--- src/rtl/lane_seq_pkg.sv ---
// Shared types for the lane enable sequencer and its decode helpers.
package lane_seq_pkg;
   localparam int MODE_W = 2;

   typedef enum logic [MODE_W-1:0] {
      SINGLE = 2'd0,
      SWEEP  = 2'd1,
      BCAST  = 2'd2,
      RSVD   = 2'd3
   } mode_t;

   typedef enum logic {
      IDLE = 1'b0,
      RUN  = 1'b1
   } state_t;
endpackage

--- src/rtl/onehot_dec_en.sv ---
// Combinational code-to-one-hot decoder with enable; codes >= OUT_W decode to zero.
module onehot_dec_en #(
   parameter int CODE_W = 3,
   parameter int OUT_W  = 8
) (
   input  logic [CODE_W-1:0] code,
   input  logic              en,
   output logic [OUT_W-1:0]  out
);
   always_comb begin
      out = '0;
      for (int i = 0; i < OUT_W; i++) out[i] = en && (code == CODE_W'(i));
   end
endmodule

--- src/rtl/lane_enable_sequencer.sv ---
// Accepts {code, count, mode} and emits one registered enable word per cycle,
// walking lanes with wrap at OUT_W; en stalls the sweep and gates the output.
module lane_enable_sequencer
   import lane_seq_pkg::*;
#(
   parameter int CODE_W = 3,
   parameter int OUT_W  = 8
) (
   input  logic              clk,
   input  logic              rst,
   input  logic              en,
   input  logic              req_valid,
   output logic              req_ready,
   input  logic [CODE_W-1:0] req_code,
   input  logic [CODE_W-1:0] req_count,
   input  logic [MODE_W-1:0] req_mode,
   output logic [OUT_W-1:0]  o,
   output logic              o_valid,
   output logic              o_last,
   output logic              err
);
   if (OUT_W < 2 || OUT_W > 2**CODE_W) begin : g_bad_out_w
      $error("lane_enable_sequencer: OUT_W must be in 2..2**CODE_W");
   end

   localparam logic [CODE_W-1:0] LAST_LANE = CODE_W'(OUT_W - 1);

   state_t            state;
   mode_t             mode;
   logic [CODE_W-1:0] cur, rem;
   logic [OUT_W-1:0]  dec;
   logic              accept, illegal;
   mode_t             req_mode_t;

   assign req_ready  = (state == IDLE);
   assign accept     = req_valid & req_ready & en;
   assign req_mode_t = mode_t'(req_mode);
   assign illegal    = (int'(req_code) >= OUT_W) || (req_mode_t == RSVD);

   onehot_dec_en #(.CODE_W(CODE_W), .OUT_W(OUT_W)) u_dec (
      .code (cur),
      .en   (mode != BCAST),
      .out  (dec)
   );

   always_ff @(posedge clk or posedge rst) begin
      if (rst) begin
         state   <= IDLE;
         mode    <= SINGLE;
         cur     <= '0;
         rem     <= '0;
         o       <= '0;
         o_valid <= 1'b0;
         o_last  <= 1'b0;
         err     <= 1'b0;
      end else begin
         // Outputs default to idle each cycle; only a live beat drives them.
         o       <= '0;
         o_valid <= 1'b0;
         o_last  <= 1'b0;
         err     <= 1'b0;
         case (state)
            IDLE: begin
               if (accept) begin
                  if (illegal) begin
                     err <= 1'b1;
                  end else begin
                     cur   <= req_code;
                     rem   <= (req_mode_t == SWEEP) ? req_count : '0;
                     mode  <= req_mode_t;
                     state <= RUN;
                  end
               end
            end
            RUN: begin
               if (en) begin
                  o       <= (mode == BCAST) ? '1 : dec;
                  o_valid <= 1'b1;
                  o_last  <= (rem == '0);
                  if (rem == '0) begin
                     state <= IDLE;
                  end else begin
                     rem <= rem - 1'b1;
                     // Wrap at the real lane count, not at the code range.
                     cur <= (cur == LAST_LANE) ? '0 : cur + 1'b1;
                  end
               end
            end
            default: state <= IDLE;
         endcase
      end
   end
endmodule

--- config.mk ---
export PLATFORM = sky130hd
export DESIGN_NAME = lane_enable_sequencer
export DESIGN_NICKNAME = d
export VERILOG_FILES = /design/src/rtl/lane_seq_pkg.sv /design/src/rtl/onehot_dec_en.sv /design/src/rtl/lane_enable_sequencer.sv
export SDC_FILE = /design/constraint.sdc
export NUM_CORES = 1
export LEC_CHECK = 0
export BUFFER_PORTS_ARGS = -buffer_cell sky130_fd_sc_hd__clkbuf_2
export CORE_UTILIZATION = 55
export DETAILED_ROUTE_END_ITERATION = 6
export PLACE_DENSITY = 0.81
export SLEW_MARGIN = 20
export SYNTH_ARGS = -nofsm -noshare
export SYNTH_HDL_FRONTEND = slang
export SYNTH_SLANG_ARGS = --single-unit
export TNS_END_PERCENT = 30
--- constraint.sdc ---
create_clock -name clk -period 3.15 [get_ports clk]
set_clock_uncertainty 0.2 [all_clocks]
set_input_delay 0.1575 -clock clk [delete_from_list [all_inputs] [get_ports clk]]
set_output_delay 0.1575 -clock clk [all_outputs]
set_load 0.01 [all_outputs]
Word-level counts from Yosys, hierarchy flattened
Cells that the tools add are included.

$add $sub $neg: 2. $mul: 0. Divide/modulo/power cells: 0. Magnitude comparators: 0. Equal/unequal tests: 15. Shift operators: 0. Mux-type cells: 27. Bitwise operators: 4. Reductions and logical operators: 12.

Operators with widths (number): $mux W3 (10); $mux W8 (3); $eq A3 B3 Y1 const B (4); $pmux W3 S2 (2); $mux W1 (11); $logic_and A1 B1 Y1 (8); $ne A2 B2 Y1 const B (4); $eq A3 B2 Y1 const B (2); $logic_not A3 Y1 (2); $eq A2 B2 Y1 const B (2); $reduce_and A4 Y1 (1); $add A3 B1 Y3 const B (1); $eq A3 B1 Y1 const B (1); $reduce_and A3 Y1 (1); $sub A3 B1 Y3 const B (1); $and A1 B1 Y1 (2); $eq A2 B1 Y1 const B (1); $ne A2 B1 Y1 const B (1); $not A1 Y1 (2); $pmux W1 S2 (1).

Flip-flop bits (word level): 20. Latch bits: 0. RAM bits: 0. Bits in read-only memories: 0. Output and inout port bits: 12. Memories kept: 0.

Longest topological paths before layout
Depth after elaboration: 5. Depth in mapped cells: 6. Mapped depth without buffers: 5.

Hierarchy
From an unflattened synthesis, not the netlist that was laid out.

Cell total of the unflattened synthesis: 105. Area total of the unflattened synthesis: 1092.3 um^2.

Modules (own cells, without submodules): lane_enable_sequencer (times used 1, cells an instance 97, area an instance 997.2 um^2, sequential area each 500.5 um^2); onehot_dec_en (times used 1, cells an instance 8, area an instance 95.1 um^2, sequential area each 0.0 um^2).

Least setup slack after synthesis
No wires, ideal clock.

Kind: reg-to-reg. From: reg rem[0]. To: reg cur[1]. Arrival: 1.229 ns. Data required time: 2.824 ns. Setup slack: 1.595 ns. Stages on the path, launching flop included: 7. Path buffers: 1. Clock period less this slack: 1.555 ns. Cell sequence: dfrtp_1 -> inv_1 -> ha_1 -> nand2b_1 -> buf_4 -> and4_1 -> a221o_1.

Word-level cells in the longest chain between the ends: 3.

Ends and longest elaborated chain: from (decl) (line lane_enable_sequencer.sv:30) `logic [CODE_W-1:0] cur, rem;`; from (signal assigned) (line lane_enable_sequencer.sv:69) `rem <= (req_mode_t == SWEEP) ? req_count : '0;`; from (signal assigned) (line lane_enable_sequencer.sv:83) `rem <= rem - 1'b1;`; $logic_not A3 Y1 (line lane_enable_sequencer.sv:80) `if (rem == '0) begin`; $ne A2 B2 Y1 (no source line); $reduce_and A4 Y1 (no source line); to (signal assigned) (line lane_enable_sequencer.sv:68) `cur <= req_code;`; to (signal assigned) (line lane_enable_sequencer.sv:85) `cur <= (cur == LAST_LANE) ? '0 : cur + 1'b1;`; to (decl) (line lane_enable_sequencer.sv:30).

No other way between the ends. A chain may end at the register's enable or synchronous reset.

Final worst setup path
From: reg rem[0]. To: reg cur[0].

Same word-level chain as after synthesis.

==> reports/metrics.yaml <==
outcome:
  status: "completed"
finish:
  num-nets-final: 145
  layout.cells.non_filler: 149
  syn2layout_area_growth_pct: 21.11
  n_fill_cell: 126
  drive_gt1_share_pct: 25.00
  num_antenna_cells: 0
  design_area_um2: 1256
cts:
  cts.sinks: 20
  cts.root.buffer_cell: "clkbuf_4"
  post-cts-setup-buffers: 0
  cts_buffers: 3
  cts_resized: 0
  ctsHoldBuffers: 7
  clkTransAtPathRegs_ns: 0.11
  cts_buffer_depth: 2
  insertion_delay_ns: 0.29
  htreeDepth: 1
  cts_tree: "built"
floorplan:
  dieArea_um2: 2063
  start_util_pct: 59.43
  die_w_um: 45.43
  chipHeight_um: 45.43
  rows: 15
  coreArea_um2: 1745
  ios: 24
worst_setup_path:
  crit_required_ns: 3.13
  end_kind: "flip-flop"
  critical_path_class: "flip-flop to flip-flop"
  arrival_ns: 1.69
  cp-start-kind: "flip-flop"
  cp_max_fo: 7
pwr:
  powerDensity_nw_per_um2: 779.7
  p_leak_nw: 0.6464
  vdd_ir_drop_max_mv: 0.5822
placement:
  gp_congestion: 0.8079
  dpl-instance-area_um2: 1150
  port-buffer-count: 23
  dp_hpwl_um: 1405
  dp_cells: 138
yosys:
  ys_ff_latch: 20
  synth.net_count: 114
  synth_cells: 94
  ys_types: 33
  syn_area_um2: 1037
  seq_area_frac_synth_pct: 48.25
  syn-mean-instance-area_um2: 11.03
  ys_warn_count: 0
timing:
  finalHoldViolCount: 0
  post-route-period-util_pct: 54.08
  timing.final.max_slew_violations: 0
  timing.hold.ws_ns: 0.03097
  worstMarginPinSlew_ns: 0.7383
  fmax_mhz: 587.0
  finalSetupTns_ns: 0
  slew-limit-headroom_pct: 50.73
  finalSetupViolCount: 0
  period_minus_slack_ns: 1.704
  rsz0062_at_grt: "false"
detailed_routing:
  viasPerCell: 5.369
  drc_errors: 0
  via_count: 800
  drt_iter0_drc: 10
  first_pass_iters: 4
  ant_nets: 0
  wl_um: 1870
  wl_per_cell_um: 12.55
global_route:
  grt_overflow: 0
  grt_max_degree: 21
  grtUsageTotal_pct: 20.44
  antenna_found_initial: 0
  grt_pass1_wl_um: 2953
  grt_pass1_vias: 687
hold_path:
  hp-class: "input pin to flip-flop"
flow_run:
  cap_violations: 0
state kept, by name, summed over array words and instances, names as in the netlist:
name,flops
o_last,1
cur,3
err,1
mode,2
state,1
rem,3
o_valid,1
o,8
synth_stat cells:
cell | number | area [µm²]
mux2i_1 | 1 | 10.01
ha_1 | 8 | 100.1
buf_4 | 1 | 7.510
a221o_1 | 3 | 30.03
nor4b_1 | 1 | 8.760
dfrtp_1 | 20 | 500.5
nor2b_1 | 1 | 6.260
inv_4 | 1 | 6.260
and4_1 | 2 | 17.52
and3b_1 | 1 | 8.760
nor3_1 | 1 | 5.000
inv_1 | 9 | 33.78
a2bb2oi_2 | 1 | 15.01
a22oi_1 | 1 | 7.510
nand2_1 | 7 | 26.28
a311oi_1 | 1 | 8.760
o22ai_1 | 1 | 6.260
and2_1 | 1 | 6.260
nor3b_1 | 1 | 7.510
nor4bb_1 | 1 | 10.01
o2bb2ai_1 | 2 | 17.52
a31oi_1 | 2 | 12.51
nor2_1 | 4 | 15.01
nand2_4 | 1 | 11.26
nand3b_4 | 1 | 20.02
nand3_1 | 1 | 5.000
o22a_1 | 2 | 17.52
a21oi_1 | 9 | 45.04
a211o_1 | 1 | 8.760
clkbuf_1 | 1 | 3.750
nand4bb_1 | 1 | 11.26
buf_6 | 2 | 22.52
nand2b_1 | 4 | 25.02
logic make-up (layout without fill, tap and decap cells):
group	count (synthesis)	after routing	share of synthesized area, %
AND/OR/NAND/NOR	28	28	17.73
AO/OA/AOI/OAI	23	23	16.29
flip-flops	20	20	48.25
buffers and inverters	14	44	7.117
adder cells (fa/ha/maj)	8	8	9.651
multiplexers	1	1	0.9651
stage by stage:
| stage | power [mW] | setup slack (ns) | util (%) |
|---|---|---|---|
| 2_1_floorplan | 0.7416 | 1.595 | - |
| 3_5_place_dp | 0.8316 | 1.468 | 65.88 |
| 5_1_grt | 1.055 | 1.341 | 71.97 |
| 3_3_place_gp | 0.8185 | 1.552 | 65.88 |
| 6_report | 0.9794 | 1.446 | 71.97 |
| 4_1_cts | 0.9852 | 1.454 | 71.97 |
cells in the final DEF, fill, tap and decap left out, drive strengths merged, types with 2 or more instances in the layout:
master / netlist / layout
a221o: 3 / 3
a21oi: 9 / 9
nand2: 8 / 8
o2bb2ai: 2 / 2
a31oi: 2 / 2
ha: 8 / 8
dfrtp: 20 / 20
o22a: 2 / 2
clkbuf: 1 / 27
dlygate4sd3: 0 / 7
inv: 10 / 10
and4: 2 / 2
nor2: 4 / 4
nand2b: 4 / 4
power by group:
part	switching [mW]	internal [mW]
clock network	0.0761	0.0703
logic	0.227	0.192
registers	0.0701	0.344
total	0.373	0.606
worst max-delay path, cell delays in order, from the launching register on:
cell,delay (ns)
dfrtp_1,0.41
inv_1,0.10
ha_1,0.18
nand2b_1,0.18
and4_1,0.27
a221o_1,0.26
routing by layer:
metal	share of wire [%]	vias up	track usage, %	wire [µm]
met2	51	26	37.43	955
met3	4.7	2	3.571	87
met5	0	-	0	0
li1	-	393	-	-
met1	43	379	24.23	811
met4	0.86	0	5.455	16
path summary, 6_finish.rpt:
kind,end,from,cells after the start,slack [ns]
max,cur[0],rem[0],5,1.45
min,err,req_valid,3,0.03
max reg2reg,cur[0],rem[0],5,1.45
min reg2reg,mode[1],mode[1],1,0.31
max in group asynchronous,rem[0],rst,3,1.98
min in group asynchronous,o[3],rst,3,0.31
layout make-up:
class                   instances  area (µm²)  area share, %
clock buffers                   4       36.28          2.888
inverters                      10       40.04          3.187
multi-input cells              60       462.9          36.85
flip-flops and latches         20       500.5          39.84
well taps                      25       31.28          2.490
repair buffers                 30       185.2          14.74
(Power assumes the default switching activity.)
